[config.mk]
export PLATFORM = sky130hd
export DESIGN_NAME = exe_muldiv_seq_flat
export DESIGN_NICKNAME = d
export VERILOG_FILES = /design/src/rtl/exe_muldiv_seq_if.sv /design/src/rtl/exe_muldiv_seq.sv /design/src/flat_wrapper.sv
export SDC_FILE = /design/constraint.sdc
export NUM_CORES = 1
export LEC_CHECK = 0
export BUFFER_PORTS_ARGS = -buffer_cell sky130_fd_sc_hd__buf_4
export CAP_MARGIN = 30
export CORE_MARGIN = 8
export CORE_UTILIZATION = 35
export CTS_CLUSTER_DIAMETER = 60
export DETAILED_ROUTE_END_ITERATION = 6
export GPL_TIMING_DRIVEN = 0
export PLACE_DENSITY_LB_ADDON = 0.05
export SETUP_SLACK_MARGIN = 0.1
export SLEW_MARGIN = 20
export SYNTH_ARGS = -nofsm -noshare
export SYNTH_HDL_FRONTEND = slang
export SYNTH_SLANG_ARGS = --single-unit
export TNS_END_PERCENT = 50
[constraint.sdc]
create_clock -name clk -period 5.7 [get_ports clk]
set_input_delay 1.14 -clock clk [delete_from_list [all_inputs] [get_ports clk]]
set_output_delay 1.14 -clock clk [all_outputs]
set_load 0.02 [all_outputs]
[src/rtl/exe_muldiv_seq_if.sv]
// rtl/exe_muldiv_seq_if.sv - EX-stage request/response bundle for the mul/div sequencer
//
// Purpose: groups the EX-side request (start/op/operands/flush) and the
// sequencer response (busy/done/result) so they travel as one port.
// Signals:
//   start   EX request, only sampled while the sequencer is idle
//   op      RV32M funct3
//   a, b    forwarded rs1 / rs2
//   flush   pipeline flush, kills any in-flight operation
//   busy    stall request to the hazard unit
//   done    one-cycle pulse, result valid
//   result  registered result
// Modports: master = EX stage, slave = sequencer.

interface exe_muldiv_seq_if #(
  parameter int XLEN = 32
);
  logic            start;
  logic [2:0]      op;
  logic [XLEN-1:0] a;
  logic [XLEN-1:0] b;
  logic            flush;
  logic            busy;
  logic            done;
  logic [XLEN-1:0] result;

  modport master (
    output start, op, a, b, flush,
    input  busy, done, result
  );

  modport slave (
    input  start, op, a, b, flush,
    output busy, done, result
  );
endinterface

[src/rtl/exe_muldiv_seq.sv]
// rtl/exe_muldiv_seq.sv - iterative RV32M multiply/divide sequencer for the EX stage
//
// Purpose: radix-2 shift-add multiply and restoring shift-subtract divide on
// operand magnitudes, XLEN iterations, sign fix-up when the result is loaded.
// Divide-by-zero and signed overflow skip the iterations entirely.
// Ports:
//   clk    rising-edge clock
//   rst_n  synchronous active-low reset
//   bus    slave side of exe_muldiv_seq_if (start/op/a/b/flush in,
//          busy/done/result out)

module exe_muldiv_seq #(
  parameter int XLEN = 32
) (
  input  logic               clk,
  input  logic               rst_n,
  exe_muldiv_seq_if.slave    bus
);

  localparam int CW = $clog2(XLEN);
  localparam logic [CW-1:0] LAST = CW'(XLEN - 1);
  localparam logic [XLEN-1:0] MIN_NEG = {1'b1, {(XLEN-1){1'b0}}};

  localparam logic [2:0] OP_MUL    = 3'b000;
  localparam logic [2:0] OP_MULH   = 3'b001;
  localparam logic [2:0] OP_MULHSU = 3'b010;
  localparam logic [2:0] OP_DIV    = 3'b100;
  localparam logic [2:0] OP_REM    = 3'b110;

  typedef enum logic [1:0] {
    IDLE = 2'd0,
    CALC = 2'd1,
    DONE = 2'd2
  } state_t;

  state_t state, state_nx;

  logic [CW-1:0]   cnt;
  logic [2:0]      op_q;
  // hi: multiply accumulator / divide partial remainder
  // lo: multiplier being shifted out / dividend shifting into quotient
  logic [XLEN-1:0] hi, lo;
  logic [XLEN-1:0] mag_b;
  logic            sa, sb;
  logic [XLEN-1:0] result_q;

  // operand decode on the live EX inputs
  logic            sign_a_en, sign_b_en;
  logic            a_neg, b_neg;
  logic [XLEN-1:0] a_mag, b_mag;
  logic            accept, div_zero, div_ovf, special;

  always_comb begin
    sign_a_en = (bus.op == OP_MUL) || (bus.op == OP_MULH) || (bus.op == OP_MULHSU) ||
                (bus.op == OP_DIV) || (bus.op == OP_REM);
    sign_b_en = (bus.op == OP_MUL) || (bus.op == OP_MULH) ||
                (bus.op == OP_DIV) || (bus.op == OP_REM);
    a_neg     = sign_a_en && bus.a[XLEN-1];
    b_neg     = sign_b_en && bus.b[XLEN-1];
    a_mag     = a_neg ? (~bus.a + 1'b1) : bus.a;
    b_mag     = b_neg ? (~bus.b + 1'b1) : bus.b;
    accept    = (state == IDLE) && bus.start && !bus.flush;
    div_zero  = bus.op[2] && (bus.b == '0);
    div_ovf   = ((bus.op == OP_DIV) || (bus.op == OP_REM)) &&
                (bus.a == MIN_NEG) && (bus.b == '1);
    special   = div_zero || div_ovf;
  end

  // one iteration of each datapath
  logic [XLEN:0]     mul_sum;
  logic [XLEN:0]     div_shift, div_trial;
  logic              div_ge;
  logic [XLEN-1:0]   hi_nx, lo_nx;
  logic [2*XLEN-1:0] prod, prod_s;
  logic [XLEN-1:0]   quo_s, rem_s, final_res;

  always_comb begin
    mul_sum   = {1'b0, hi} + (lo[0] ? {1'b0, mag_b} : '0);
    div_shift = {hi, lo[XLEN-1]};
    div_trial = div_shift - {1'b0, mag_b};
    // a clear top bit means no borrow: the divisor fits, keep the difference
    div_ge    = !div_trial[XLEN];
    if (op_q[2]) begin
      hi_nx = div_ge ? div_trial[XLEN-1:0] : div_shift[XLEN-1:0];
      lo_nx = {lo[XLEN-2:0], div_ge};
    end else begin
      hi_nx = mul_sum[XLEN:1];
      lo_nx = {mul_sum[0], lo[XLEN-1:1]};
    end

    prod   = {hi_nx, lo_nx};
    prod_s = (sa ^ sb) ? (~prod + 1'b1) : prod;
    quo_s  = (sa ^ sb) ? (~lo_nx + 1'b1) : lo_nx;
    rem_s  = sa ? (~hi_nx + 1'b1) : hi_nx;

    if (op_q[2])
      final_res = op_q[1] ? rem_s : quo_s;
    else if (op_q[1:0] == 2'b00)
      final_res = prod_s[XLEN-1:0];
    else
      final_res = prod_s[2*XLEN-1:XLEN];
  end

  always_ff @(posedge clk) begin
    if (!rst_n)
      state <= IDLE;
    else
      state <= state_nx;
  end

  always_comb begin
    state_nx = state;
    case (state)
      IDLE: if (accept) state_nx = special ? DONE : CALC;
      CALC: if (cnt == LAST) state_nx = DONE;
      DONE: state_nx = IDLE;
      default: state_nx = IDLE;
    endcase
    if (bus.flush)
      state_nx = IDLE;
  end

  always_ff @(posedge clk) begin
    if (!rst_n) begin
      cnt      <= '0;
      op_q     <= '0;
      hi       <= '0;
      lo       <= '0;
      mag_b    <= '0;
      sa       <= 1'b0;
      sb       <= 1'b0;
      result_q <= '0;
    end else if (bus.flush) begin
      cnt <= '0;
    end else begin
      case (state)
        IDLE: begin
          if (accept) begin
            op_q  <= bus.op;
            hi    <= '0;
            lo    <= a_mag;
            mag_b <= b_mag;
            sa    <= a_neg;
            sb    <= b_neg;
            cnt   <= '0;
            // op[1] separates REM/REMU from DIV/DIVU
            if (div_zero)
              result_q <= bus.op[1] ? bus.a : '1;
            else if (div_ovf)
              result_q <= bus.op[1] ? '0 : MIN_NEG;
          end
        end
        CALC: begin
          hi <= hi_nx;
          lo <= lo_nx;
          if (cnt == LAST) begin
            cnt      <= '0;
            result_q <= final_res;
          end else begin
            cnt <= cnt + 1'b1;
          end
        end
        default: ;
      endcase
    end
  end

  // busy is combinational from start so the stall covers the request cycle
  assign bus.busy   = rst_n && (accept || (state == CALC));
  assign bus.done   = (state == DONE);
  assign bus.result = result_q;

endmodule

[src/flat_wrapper.sv]
// flat-port wrapper written by rule: the top's interface ports become plain ports
module exe_muldiv_seq_flat 
#(
  parameter int XLEN = 32
)
  (clk, rst_n, bus_start, bus_op, bus_a, bus_b, bus_flush, bus_busy, bus_done, bus_result);
  exe_muldiv_seq_if #(.XLEN(XLEN)) bus_i ();
  input  logic clk;
  input  logic rst_n;
  input wire logic [$bits(bus_i.start)-1:0] bus_start;
  input wire logic [$bits(bus_i.op)-1:0] bus_op;
  input wire logic [$bits(bus_i.a)-1:0] bus_a;
  input wire logic [$bits(bus_i.b)-1:0] bus_b;
  input wire logic [$bits(bus_i.flush)-1:0] bus_flush;
  output wire logic [$bits(bus_i.busy)-1:0] bus_busy;
  output wire logic [$bits(bus_i.done)-1:0] bus_done;
  output wire logic [$bits(bus_i.result)-1:0] bus_result;
  assign bus_i.start = bus_start;
  assign bus_i.op = bus_op;
  assign bus_i.a = bus_a;
  assign bus_i.b = bus_b;
  assign bus_i.flush = bus_flush;
  assign bus_busy = bus_i.busy;
  assign bus_done = bus_i.done;
  assign bus_result = bus_i.result;
  exe_muldiv_seq #(.XLEN(XLEN)) u_core (.clk(clk), .rst_n(rst_n), .bus(bus_i));
endmodule
==> results of run 1 <==
-- sequential cells by signal, summed over array words and instances (netlist names) --
| name | count |
|---|---|
| u_core.bus.result | 32 |
| u_core.hi | 32 |
| u_core.lo | 32 |
| u_core.mag_b | 32 |
| u_core.cnt | 5 |
| u_core.op_q | 3 |
| u_core.state | 2 |
| u_core.sa | 1 |
| u_core.sb | 1 |
-- kinds of logic (layout without fill, tap and decap cells) --
group	after synthesis	in the layout	synth area share, %
adder cells (fa/ha/maj)	73	73	6.09
XOR/XNOR	166	166	9.53
buffers and inverters	211	378	5.47
AO/OA/AOI/OAI	735	735	31.7
AND/OR/NAND/NOR	766	766	24.2
flip-flops	140	140	18.4
multiplexers	68	68	4.56
-- synthesized netlist by cell type (44+ instances only) --
master and count:
sky130_fd_sc_hd__dfxtp_1 140, sky130_fd_sc_hd__and2_1 44, sky130_fd_sc_hd__nand3_1 50, sky130_fd_sc_hd__xnor2_1 97
sky130_fd_sc_hd__nor3_1 62, sky130_fd_sc_hd__inv_1 64, sky130_fd_sc_hd__ha_1 71, sky130_fd_sc_hd__nor2_1 286
sky130_fd_sc_hd__o21ai_0 151, sky130_fd_sc_hd__a21oi_1 195, sky130_fd_sc_hd__mux2i_1 56, sky130_fd_sc_hd__a211oi_1 74
sky130_fd_sc_hd__xor2_1 69, sky130_fd_sc_hd__nand2_1 147, sky130_fd_sc_hd__clkbuf_1 101
-- per-layer routing --
metal	routed length, µm	vias up	track usage, %
met3	6200	71	4.92
met5	0	-	0
met1	36400	8777	43.2
met2	32800	800	44.3
met4	1310	0	6.35
li1	-	8265	-
-- layout make-up --
class,instances,area [µm²]
timing repair buffer,135,1060
multi-input combinational,1808,11900
sequential,140,2820
clock inverter,15,151
fill,4651,25100
inverter,64,243
tap,585,732
clock buffer,17,425
buffer,147,653
-- through the flow --
step / setup WS (ns) / instance area (µm²) / power (mW)
5_1_grt: 0.0340 / 18000 / 3.50
3_5_place_dp: -2.21 / 16900 / 2.14
6_report: -0.0979 / 18000 / 3.38
4_1_cts: 0.0905 / 17700 / 3.33
3_3_place_gp: -3.05 / 16800 / 2.13
2_1_floorplan: 0.546 / 15300 / 1.73
-- worst max path at each step --
stage / slack (ns) / to / from / cells past startpoint
2_1_floorplan: 0.55 / u_core.bus.result[24]$_SDFFE_PN0P_ / u_core.op_q[2]$_SDFFE_PN0P_ / 17
3_3_place_gp: -3.05 / u_core.bus.result[24]$_SDFFE_PN0P_ / u_core.op_q[2]$_SDFFE_PN0P_ / 17
3_5_place_dp: -2.21 / u_core.bus.result[24]$_SDFFE_PN0P_ / u_core.op_q[2]$_SDFFE_PN0P_ / 19
4_1_cts: 0.09 / u_core.bus.result[29]$_SDFFE_PN0P_ / u_core.lo[0]$_SDFFE_PN0P_ / 18
5_1_grt: 0.03 / u_core.bus.result[20]$_SDFFE_PN0P_ / bus_a[7] / 13
6_report: -0.1 / u_core.bus.result[20]$_SDFFE_PN0P_ / bus_a[7] / 13
-- critical path, cell delays in order --
cell and delay [ns]:
sky130_fd_sc_hd__buf_4 0.16, sky130_fd_sc_hd__or4_1 0.61, sky130_fd_sc_hd__or3_1 0.42, sky130_fd_sc_hd__or3_1 0.42, sky130_fd_sc_hd__or2_2 0.41, sky130_fd_sc_hd__nor3_1 0.24
sky130_fd_sc_hd__o32ai_1 0.24, sky130_fd_sc_hd__nor2_2 0.50, sky130_fd_sc_hd__clkbuf_1 0.59, sky130_fd_sc_hd__nand3_1 0.52, sky130_fd_sc_hd__a21oi_1 0.53, sky130_fd_sc_hd__o221ai_1 0.29
sky130_fd_sc_hd__nand2_1 0.13
-- power by group through the flow --
stage	clock, mW	combinational, mW	sequential [mW]
detailed placement	0	1.05	1.09
CTS	1.17	1.10	1.07
finish	1.16	1.15	1.07
global placement	0	1.04	1.09
global route	1.21	1.22	1.07
floorplan	0	0.667	1.06
-- repair_timing --
item | CTS | global route
pin swaps | 4 | 10
hold buffers | 0 | 0
setup endpoints to repair | 31 | 21
resized for setup | 58 | 51
gates cloned | 0 | 0
setup buffers | 11 | 12
==> results summary, run 1 <==
For this run, the leading register cell type out of synthesis is sky130_fd_sc_hd__dfxtp_1. The final reports fail on negative setup slack. The buffer cell driving the clock tree root is sky130_fd_sc_hd__clkbuf_16. In this run the count of I/O pins placed on the die edge is 105. The x dimension of the die is 225 µm. The detailed placer's ending HPWL came out at 62700 µm.

The last weighted congestion value of the routability-driven placer is 0.962. The total of max-cap violations came out at 0. The clock insertion delay at the later pin of the skew report is 0.47 ns. The number of warning messages in the yosys log is 0. The worst hold path begins at u_core.cnt[3]$_SDFFE_PP0P_. The routed design could run at a clock period as short as 5.80 ns. The sum of overflow across all layers after global routing came out at 0.

The count of antenna-violating nets left after detailed routing is 0. Clock-pin slew was measured on the worst setup and hold paths at 0.07 ns. The top-area cell type share of the netlist area is 18.4%. The final standard cell count with taps included and fillers excluded came out at 2911.

The highest clock rate is 172 MHz. The start-to-end type of the worst setup path is primary input to flop. The sequential share of power came out at 31.6%. Entering global routing, the biggest net connects 17 pins. After routing, the total negative slack on setup checks comes to -0.0979 ns. Dividing the final minimum period by the clock period gives 102%. The first routing iteration left 2119 violations.

The flow ran to the end, but the final reports show violations. The cell count after placement came out at 2854. The final net count is 2457. The clock passes through at most 2 buffers. The row count came out at 76. The effective utilization at floorplan is 35.4%. From synthesis to final layout, the design area changed by 18.2%. The y dimension of the die came out at 225 µm. Setup repair after global routing could not meet its margin everywhere. The number of max-slew violations in the final report came out at 0. TritonCTS created 17 clock buffers. The number of global-route vias before repair is 16800. The count of endpoints failing setup in the final report came out at 1. The initial antenna violation count is 1. Once layout is complete, the utilization of the core stands at 41.8%. The post-synthesis average cell area is 7.06 µm². Yosys mapped a number of flops with a built-in enable equal to 0.

The final critical-path setup slack is -0.0979 ns. The total iterations of the first detailed-routing run is 6. The proportion of register bits with asynchronous set or reset after synthesis came out at 0%.

Summed over all instances, the cell type with the most area after synthesis is sky130_fd_sc_hd__dfxtp_1. The full die area is 50500 µm². The tightest min-delay check is of the flop to flop type. The flop-to-flop setup slack is 0.14 ns. Net switching is 40.0% of the power. The distinct cell type count of the synthesized netlist is 96. The total nets after synthesis is 2303. For the worst flop-to-flop path, the logic depth is 20. The total DRC errors in the routed layout came out at 0. Cells with a size suffix above 1 make up 13.4% of the layout. In this run the static leakage power is 6.89 nW. Synthesis produced a netlist whose cell count is 2159. The clock drives 140 sinks. The first-pass GRT wire length is 111000 µm.

Yosys attributes the largest share of cell area to sky130_fd_sc_hd__dfxtp_1, sky130_fd_sc_hd__nor2_1, sky130_fd_sc_hd__a21oi_1. The share of total power dissipated in the clock network is 34.4%. The actual transition at the worst max-transition pin came out at 1.01 ns. The vias after detailed routing came out at 17900. The wire length after detailed routing came out at 76700 µm.

The element type at the critical path end is a flop. The worst setup path is launched from a primary input. The internal power of the cells is 2.03 mW.

Synthesis inferred 140 register bits. TritonCTS built the clock tree. The share of synthesized area occupied by flip-flops and latches is 18.4%. In the final routed layout, each cell accounts on average for 26.3 µm. The number of inserted diodes came out at 0. The power density normalized to cell area came out at 187 nW/µm². The post-route worst hold slack came out at 0.463 ns. Clock skew on the completed layout was measured at 0.0123 ns. The core area came out at 43100 µm². The biggest fanout along the worst timing path is 10. In this run the number of H-tree levels came out at 4.

The worst max-slew margin expressed relative to the limit came out at 31.7%. The destination of the worst hold path is u_core.cnt[3]$_SDFFE_PP0P_. The portion of total power attributed to combinational logic came out at 33.9%. The endpoint identified for the worst register-to-register timing path is u_core.bus.result[16]$_SDFFE_PN0P_. The library cell used most frequently in the layout, excluding fill and tap cells, is sky130_fd_sc_hd__nor2_1.

The startpoint of the most critical register-to-register path is u_core.lo[31]$_SDFFE_PN0P_. In the layout the commonest cells are sky130_fd_sc_hd__nor2_1, sky130_fd_sc_hd__a21oi_1, sky130_fd_sc_hd__nand2_1, sky130_fd_sc_hd__o21ai_0, sky130_fd_sc_hd__buf_4. Global routing used 29.4% of the available tracks across all layers.

The post-detailed-route via-to-cell ratio came out at 6.15. The worst path arrival time came out at 6.21 ns. The mapped netlist covers 15300 µm². In this run the power spent charging and discharging nets is 1.35 mW. The hold violation count in the final report is 0. For the worst setup path, the data required time is 6.11 ns. The count of buffers inserted at the top-level ports came out at 103.

The cell count of the worst hold path came out at 1. The largest voltage drop on the vdd net is 0.156 mV.
Note: power is estimated with default switching activity, not from simulation.
==> run 2, diff against run 1 <==
==> constraint.sdc (replaced) <==
create_clock -name clk -period 5.7 [get_ports clk]
set_input_delay 0 -clock clk [delete_from_list [all_inputs] [get_ports clk]]
set_output_delay 0 -clock clk [all_outputs]
set_load 0.02 [all_outputs]
==> results summary, run 2 (synthesized netlist as in run 1, its figures left out) <==
The actual transition at the worst max-transition pin is 1.02 ns. The path with the worst hold slack has its endpoint at u_core.cnt[2]$_SDFFE_PP0P_. The count of endpoints failing setup in the final report came out at 0. The number of max-slew violations in the final report is 0. The initial antenna violation count is 1. The worst path arrival time came out at 6.00 ns. The worst setup path is captured at a flop. The total iterations of the first detailed-routing run is 5. In the layout the commonest cells are sky130_fd_sc_hd__nor2_1, sky130_fd_sc_hd__a21oi_1, sky130_fd_sc_hd__nand2_1, sky130_fd_sc_hd__o21ai_0, sky130_fd_sc_hd__buf_4. The routed design could run at a clock period as short as 5.60 ns. The clock insertion delay at the later pin of the skew report came out at 0.47 ns. After detailed routing, the number of remaining DRC violations is 0.

The worst setup skew after layout is 0.0146 ns. The worst register-to-register path ends at u_core.bus.result[2]$_SDFFE_PN0P_. Dividing the detail-routed wire length by the instance count gives 26.0 µm. Across all register-to-register paths, the minimum setup slack is 0.13 ns. The largest voltage drop on the vdd net came out at 0.156 mV. Traced cell by cell, the critical path runs through dlygate4sd3_1, buf_4, or4_1, or3_1, or4b_2, nor2_1, o32ai_1, nor2_1, clkbuf_1, nand3_1, a21oi_1, o221ai_1, nand2_1. The clock tree buffer depth is 2.

The largest net degree at the start of global routing is 17. At the placement stage, the worst setup path has a slack of -2.21 ns. The delay contributed by the slowest stage of the critical path is 0.68 ns. The last weighted congestion value of the routability-driven placer is 0.962. The effective utilization at floorplan came out at 35.4%. The TritonCTS clock tree is built. The x dimension of the die came out at 225 µm. The number of fill cells in the layout is 4598.

Across every metal layer, demand over resource in global routing totals 29.5%. The initial detailed-routing violation count is 2088. The placed standard-cell area came out at 16900 µm². The count of cells along the worst register-to-register path is 21. Along the worst hold path, the cell count comes to 3. The area growth from synthesis to layout is 21.0%. Headroom to the max-slew limit came out at 30.6%.

The core area came out at 43100 µm². The number of placed I/O pins came out at 105. The startpoint of the most critical register-to-register path is u_core.op_q[2]$_SDFFE_PN0P_. The final critical-path share of the clock period came out at 98.2%.

The final critical-path setup slack is 0.104 ns. For this run, the top clock speed supported by timing is 179 MHz. The biggest fanout along the worst timing path came out at 10.

The worst hold path belongs to the class primary input to flop. In this run the most critical hold path is launched from bus_flush. The run finished with clean final reports.

The slowest stage cell on the critical path is sky130_fd_sc_hd__or4b_2. Of the cells placed in the final design, the portion with a size suffix greater than 1 is 13.0%. The number of inserted diodes came out at 0.

The first global-routing pass estimated 112000 µm of wire. The row count is 76. The hold violation count in the final report came to 0. Counting stages on the worst path, the most repeated cell is sky130_fd_sc_hd__nor2_1.

Detailed routing inserted a total of 18100 vias. The tool flagged a number of max-cap violations equal to 0. The number of H-tree levels came out at 4. The count of buffers inserted at the top-level ports came out at 103. The count of nets left with antenna violations once routing finished came out at 0. The sum of overflow across all layers after global routing came out at 0. The finished cells cover 18500 µm².

The y dimension of the die came out at 225 µm. The worst endpoint required time is 6.10 ns. The number of buffers added by the clock tree synthesis step is 17. The worst setup path is launched from a primary input. The wire length after detailed routing is 76900 µm. The CTS clock-pin slew for the worst setup and hold paths is 0.07 ns. The static leakage power came out at 7.08 nW. The power density normalized to cell area came out at 184 nW/µm². The full die area is 50500 µm². The start-to-end type of the worst setup path is primary input to flop. The post-detailed-route via-to-cell ratio came out at 6.13. The final net count is 2501. The detailed placer's ending HPWL is 62700 µm.

Setup repair after global routing could not meet its margin everywhere. The number of clock sinks seen by CTS is 140. Leaving out fill and tap cells, the most frequent cell in the layout is sky130_fd_sc_hd__nor2_1. The number of global-route vias before repair came out at 17000. In this run the clock root is driven by a sky130_fd_sc_hd__clkbuf_16. Adding up every negative setup slack in the final design gives 0 ns.
-- run 2: changes by cell type in the layout (fill, tap and decap cells not counted) --
cell                            before  now
sky130_fd_sc_hd__nor2_1            283  285
sky130_fd_sc_hd__dlygate4sd3_1       0   44
sky130_fd_sc_hd__nor2_2              3    1
-- run 2: cell type report --
cell class / instances / area [µm²] / share of cell area (%)
well taps: 585 / 732 / 3.97
flip-flops and latches: 140 / 2820 / 15.3
clock buffers: 17 / 425 / 2.30
plain buffers: 147 / 653 / 3.54
clock inverters: 15 / 151 / 0.820
inverters: 64 / 243 / 1.31
repair buffers: 179 / 1500 / 8.11
multi-input cells: 1808 / 11900 / 64.7
-- run 2: metrics by stage --
| step | hold slack (ns) | power, mW | cells | util (%) |
|---|---|---|---|---|
| final | 0.0200 | 3.40 | 2955 | 42.9 |
| after global routing | 0.0432 | 3.53 | 2955 | 42.9 |
| after CTS | 0.00412 | 3.36 | 2941 | 42.2 |
| after detailed placement | 0.302 | 2.14 | 2854 | 39.1 |
| after global placement | 0.300 | 2.13 | 2847 | 38.9 |
| after floorplan | 0.136 | 1.73 | 2159 | - |
-- run 2: per-layer routing --
layer / global-route usage (%) / wire, µm / vias to the layer above
li1: - / - / 8351
met4: 6.37 / 1390 / 2
met3: 4.99 / 6080 / 86
met2: 44.8 / 33000 / 803
met1: 43.1 / 36400 / 8874
met5: 0 / 11 / -
-- run 2: power breakdown --
part | internal (mW) | switching [mW] | leakage [nW]
Clock | 0.616 | 0.543 | 0.273
Sequential | 1.02 | 0.0524 | 1.14
Combinational | 0.416 | 0.757 | 5.66
Total | 2.05 | 1.35 | 7.08
-- run 2: worst max-delay path by stage --
| stage | startpoint | endpoint | slack (ns) |
|---|---|---|---|
| final | bus_b[24] | u_core.bus.result[20]$_SDFFE_PN0P_ | 0.10 |
| after global routing | u_core.lo[31]$_SDFFE_PN0P_ | u_core.bus.result[16]$_SDFFE_PN0P_ | 0.04 |
| after CTS | u_core.lo[0]$_SDFFE_PN0P_ | u_core.bus.result[29]$_SDFFE_PN0P_ | 0.09 |
| after detailed placement | u_core.op_q[2]$_SDFFE_PN0P_ | u_core.bus.result[24]$_SDFFE_PN0P_ | -2.21 |
| after global placement | u_core.op_q[2]$_SDFFE_PN0P_ | u_core.bus.result[24]$_SDFFE_PN0P_ | -3.05 |
| after floorplan | u_core.op_q[2]$_SDFFE_PN0P_ | u_core.bus.result[24]$_SDFFE_PN0P_ | 0.55 |
-- run 2: critical path: cells and delay by family --
kind,cells,cell delay [ns]
AOI/OAI and AO/OA,3,1.18
and+or+nand+nor,7,3.52
buffers and inverters,3,1.29
-- run 2: repair_timing --
item	4_1_cts	5_1_grt
resized for setup	56	51
pin swaps	4	10
buffers inserted	11	12
endpoints found under the hold margin	41	0
hold buffers	44	0
setup endpoints to repair	31	21
==> run 3, diff against run 2 <==
--- a/config.mk
+++ b/config.mk
@@ -7,6 +7,7 @@
 export LEC_CHECK = 0
 export BUFFER_PORTS_ARGS = -buffer_cell sky130_fd_sc_hd__buf_4
 export CAP_MARGIN = 30
+export CORE_ASPECT_RATIO = 0.6
 export CORE_MARGIN = 8
 export CORE_UTILIZATION = 35
 export CTS_CLUSTER_DIAMETER = 60
==> results summary, run 3 (synthesized netlist as in run 1, its figures left out) <==
The total DRC errors in the routed layout came out at 0. The number of max-slew violations in the final report came out at 0. Leaving out fill and tap cells, the most frequent cells in the layout are sky130_fd_sc_hd__nor2_1, sky130_fd_sc_hd__a21oi_1, sky130_fd_sc_hd__nand2_1. The count of cells along the worst register-to-register path came out at 22. The largest voltage drop on the vdd net is 0.124 mV. The worst max-slew margin expressed relative to the limit is 27.5%. The switching portion of total power came out at 40.6%. The full die area came out at 50700 µm². The worst path arrival time is 5.83 ns.

In this run, the combinational gates consume 35.4% of the power. The biggest fanout along the worst timing path came out at 10. The filler cells instantiated in the layout total 4556. The count of antenna-violating nets left after detailed routing came out at 0. The x dimension of the die came out at 285 µm.

Compared with the post-synthesis result, the final layout area differs by 22.0%. The library cell used most frequently in the layout, excluding fill and tap cells, is sky130_fd_sc_hd__nor2_1. The clock reaches the later pin of the worst-skew pair after 0.47 ns. The number of inserted diodes came out at 0. The clock group share of total power came out at 34.3%. The worst setup skew after layout came out at 0.0184 ns.

STA classifies the critical path startpoint as a flop. Setup total negative slack on the finished layout was measured at 0 ns. The actual transition at the worst max-transition pin came out at 1.08 ns. The post-detailed-route via-to-cell ratio is 6.23. The largest net degree at the start of global routing is 17. The last weighted congestion value of the routability-driven placer is 1.01. The initial antenna violation count is 2.

The y dimension of the die came out at 178 µm. The total of max-cap violations came out at 0. Global routing finished with a remaining overflow of 0. The slowest stage cell on the critical path is sky130_fd_sc_hd__o211ai_1. The critical path is of the flop to flop type. The wire length per cell came out at 28.5 µm. The final standard cell count with taps included and fillers excluded came out at 2956. The sequential share of power came out at 30.4%. In this run the worst hold path is classified as primary input to flop. The row count came out at 59.

The wire length after detailed routing came out at 84100 µm. The vias after detailed routing came out at 18400. The effective utilization at floorplan came out at 35.3%. The first global-routing pass estimated 120000 µm of wire. The number of clock sinks seen by CTS came out at 140. The cell area after layout came out at 18600 µm². The root buffer cell chosen for the clock tree is sky130_fd_sc_hd__clkbuf_16. The internal power of the cells is 2.10 mW.

TritonCTS built the clock tree. The placed standard-cell area is 16900 µm². Including well taps, the total number of placed cells is 2851. The delay contributed by the slowest stage of the critical path came out at 0.47 ns. The initial detailed-routing violation count is 2336.

The CTS clock-pin slew for the worst setup and hold paths came out at 0.08 ns. STA puts the critical path data required time at 6.01 ns. The number of placed I/O pins is 105.

The total routing usage reported by global routing came out at 32.0%. The total power consumption of the routed design is 3.53 mW. The cell count of the worst hold path came out at 4. The clock tree buffer depth came out at 2. The final critical-path share of the clock period is 96.9%. The net load switching power came out at 1.43 mW.

The hold violation count in the final report came out at 0. Once detailed placement completed, the half-perimeter wirelength came to 68900 µm. The final layout contains 2508 nets.

The number of global-route vias before repair is 17000. The count of endpoints failing setup in the final report is 0. The highest clock rate is 181 MHz. The static leakage power came out at 7.13 nW. The core area came out at 43200 µm².

Setup repair after global routing could not meet its margin everywhere. The flow ran to the end, and the final reports show no timing, DRC or antenna violations. The most repeated library cell on the critical path is sky130_fd_sc_hd__buf_6. The H-tree was split into 4 levels. The post-route minimum period came out at 5.52 ns. Of the cells placed in the final design, the portion with a size suffix greater than 1 is 14.3%. Power spread over the standard cell area amounts to 190 nW/µm². The count of buffers inserted at the top-level ports came out at 103. The worst setup path is captured at a flop.

For this run, the detailed router's first-pass iteration total came to 6. The number of buffers added by the clock tree synthesis step came out at 17. The critical path goes through buf_6, buf_6, buf_8, buf_6, buf_6, buf_2, buf_6, buf_4, mux2i_4, ha_2, o21a_2, nand4_1, buf_4, buf_4, nor4_4, nor2b_4, a21oi_1, xor2_1, nor2_1, a21oi_1, o211ai_1, a311oi_1.
## run 3: cell count changes in the layout (fill, tap and decap cells not counted), sizes merged
cell / delta
bufinv: +1
clkbuf: +6
buf: +10
inv: -3
dlygate4sd3: -7
## run 3: layer usage
layer  share of wire, %  routed length, µm  vias to the layer above  global-route usage, %
met5                  0                  0                        -                      0
met4               0.70                585                        0                   3.91
met3                 14              12100                       48                   14.8
met2                 35              29700                      972                   39.1
met1                 50              41700                     9038                   49.6
li1                   -                  -                     8359                      -
## run 3: what timing repair did
item                                    CTS  global route
hold buffers                             37             0
cloned                                    0             0
setup buffers                            12            19
gates resized for setup                  72            61
pin swaps                                 8            16
endpoints found under the setup margin   31            26
hold endpoints to repair                 36             0
## run 3: stage by stage
stage	hold slack, ns	util, %	worst slack (ns)
after floorplan	0.136	-	0.546
after global placement	0.297	38.8	-3.35
after detailed placement	0.294	39.0	-2.13
after CTS	0.00237	42.1	0.109
after global routing	0.0111	43.1	0.00349
final	0.00622	43.1	0.176
## run 3: critical path, delay by kind of cell (launching register included)
family	cells	cell delay (ns)
muxes	1	0.30
AOI/OAI and AO/OA	5	1.00
DFF	1	0.42
xor gates and xnor gates	1	0.19
and+or+nand+nor	4	1.13
adders and majority gates	1	0.23
buffers and inverters	10	2.05
## run 3: final cells by class
cell class	instances	area, µm²	share of cell area [%]
buffer	147	668	3.59
inverter	64	244	1.31
tap	579	724	3.89
clock buffer	19	433	2.33
clock inverter	13	155	0.834
multi-input combinational	1808	12000	64.6
sequential	140	2840	15.3
timing repair buffer	186	1520	8.15
## run 3: final timing paths
| path | startpoint | end | slack, ns |
|---|---|---|---|
| hold reg to reg | u_core.bus.result[24]$_SDFFE_PN0P_ | u_core.bus.result[24]$_SDFFE_PN0P_ | 0.49 |
| setup / recovery | u_core.op_q[2]$_SDFFE_PN0P_ | u_core.bus.result[2]$_SDFFE_PN0P_ | 0.18 |
| hold / removal | bus_b[7] | u_core.mag_b[7]$_SDFFE_PN0P_ | 0.006 |
| setup reg to reg | u_core.op_q[2]$_SDFFE_PN0P_ | u_core.bus.result[2]$_SDFFE_PN0P_ | 0.18 |
## run 3: power groups by stage
| stage | registers, mW | logic (mW) | clock network, mW |
|---|---|---|---|
| after floorplan | 1.06 | 0.667 | 0 |
| after global placement | 1.09 | 1.08 | 0 |
| after detailed placement | 1.09 | 1.09 | 0 |
| after CTS | 1.07 | 1.16 | 1.21 |
| after global routing | 1.08 | 1.32 | 1.26 |
| final | 1.07 | 1.25 | 1.21 |
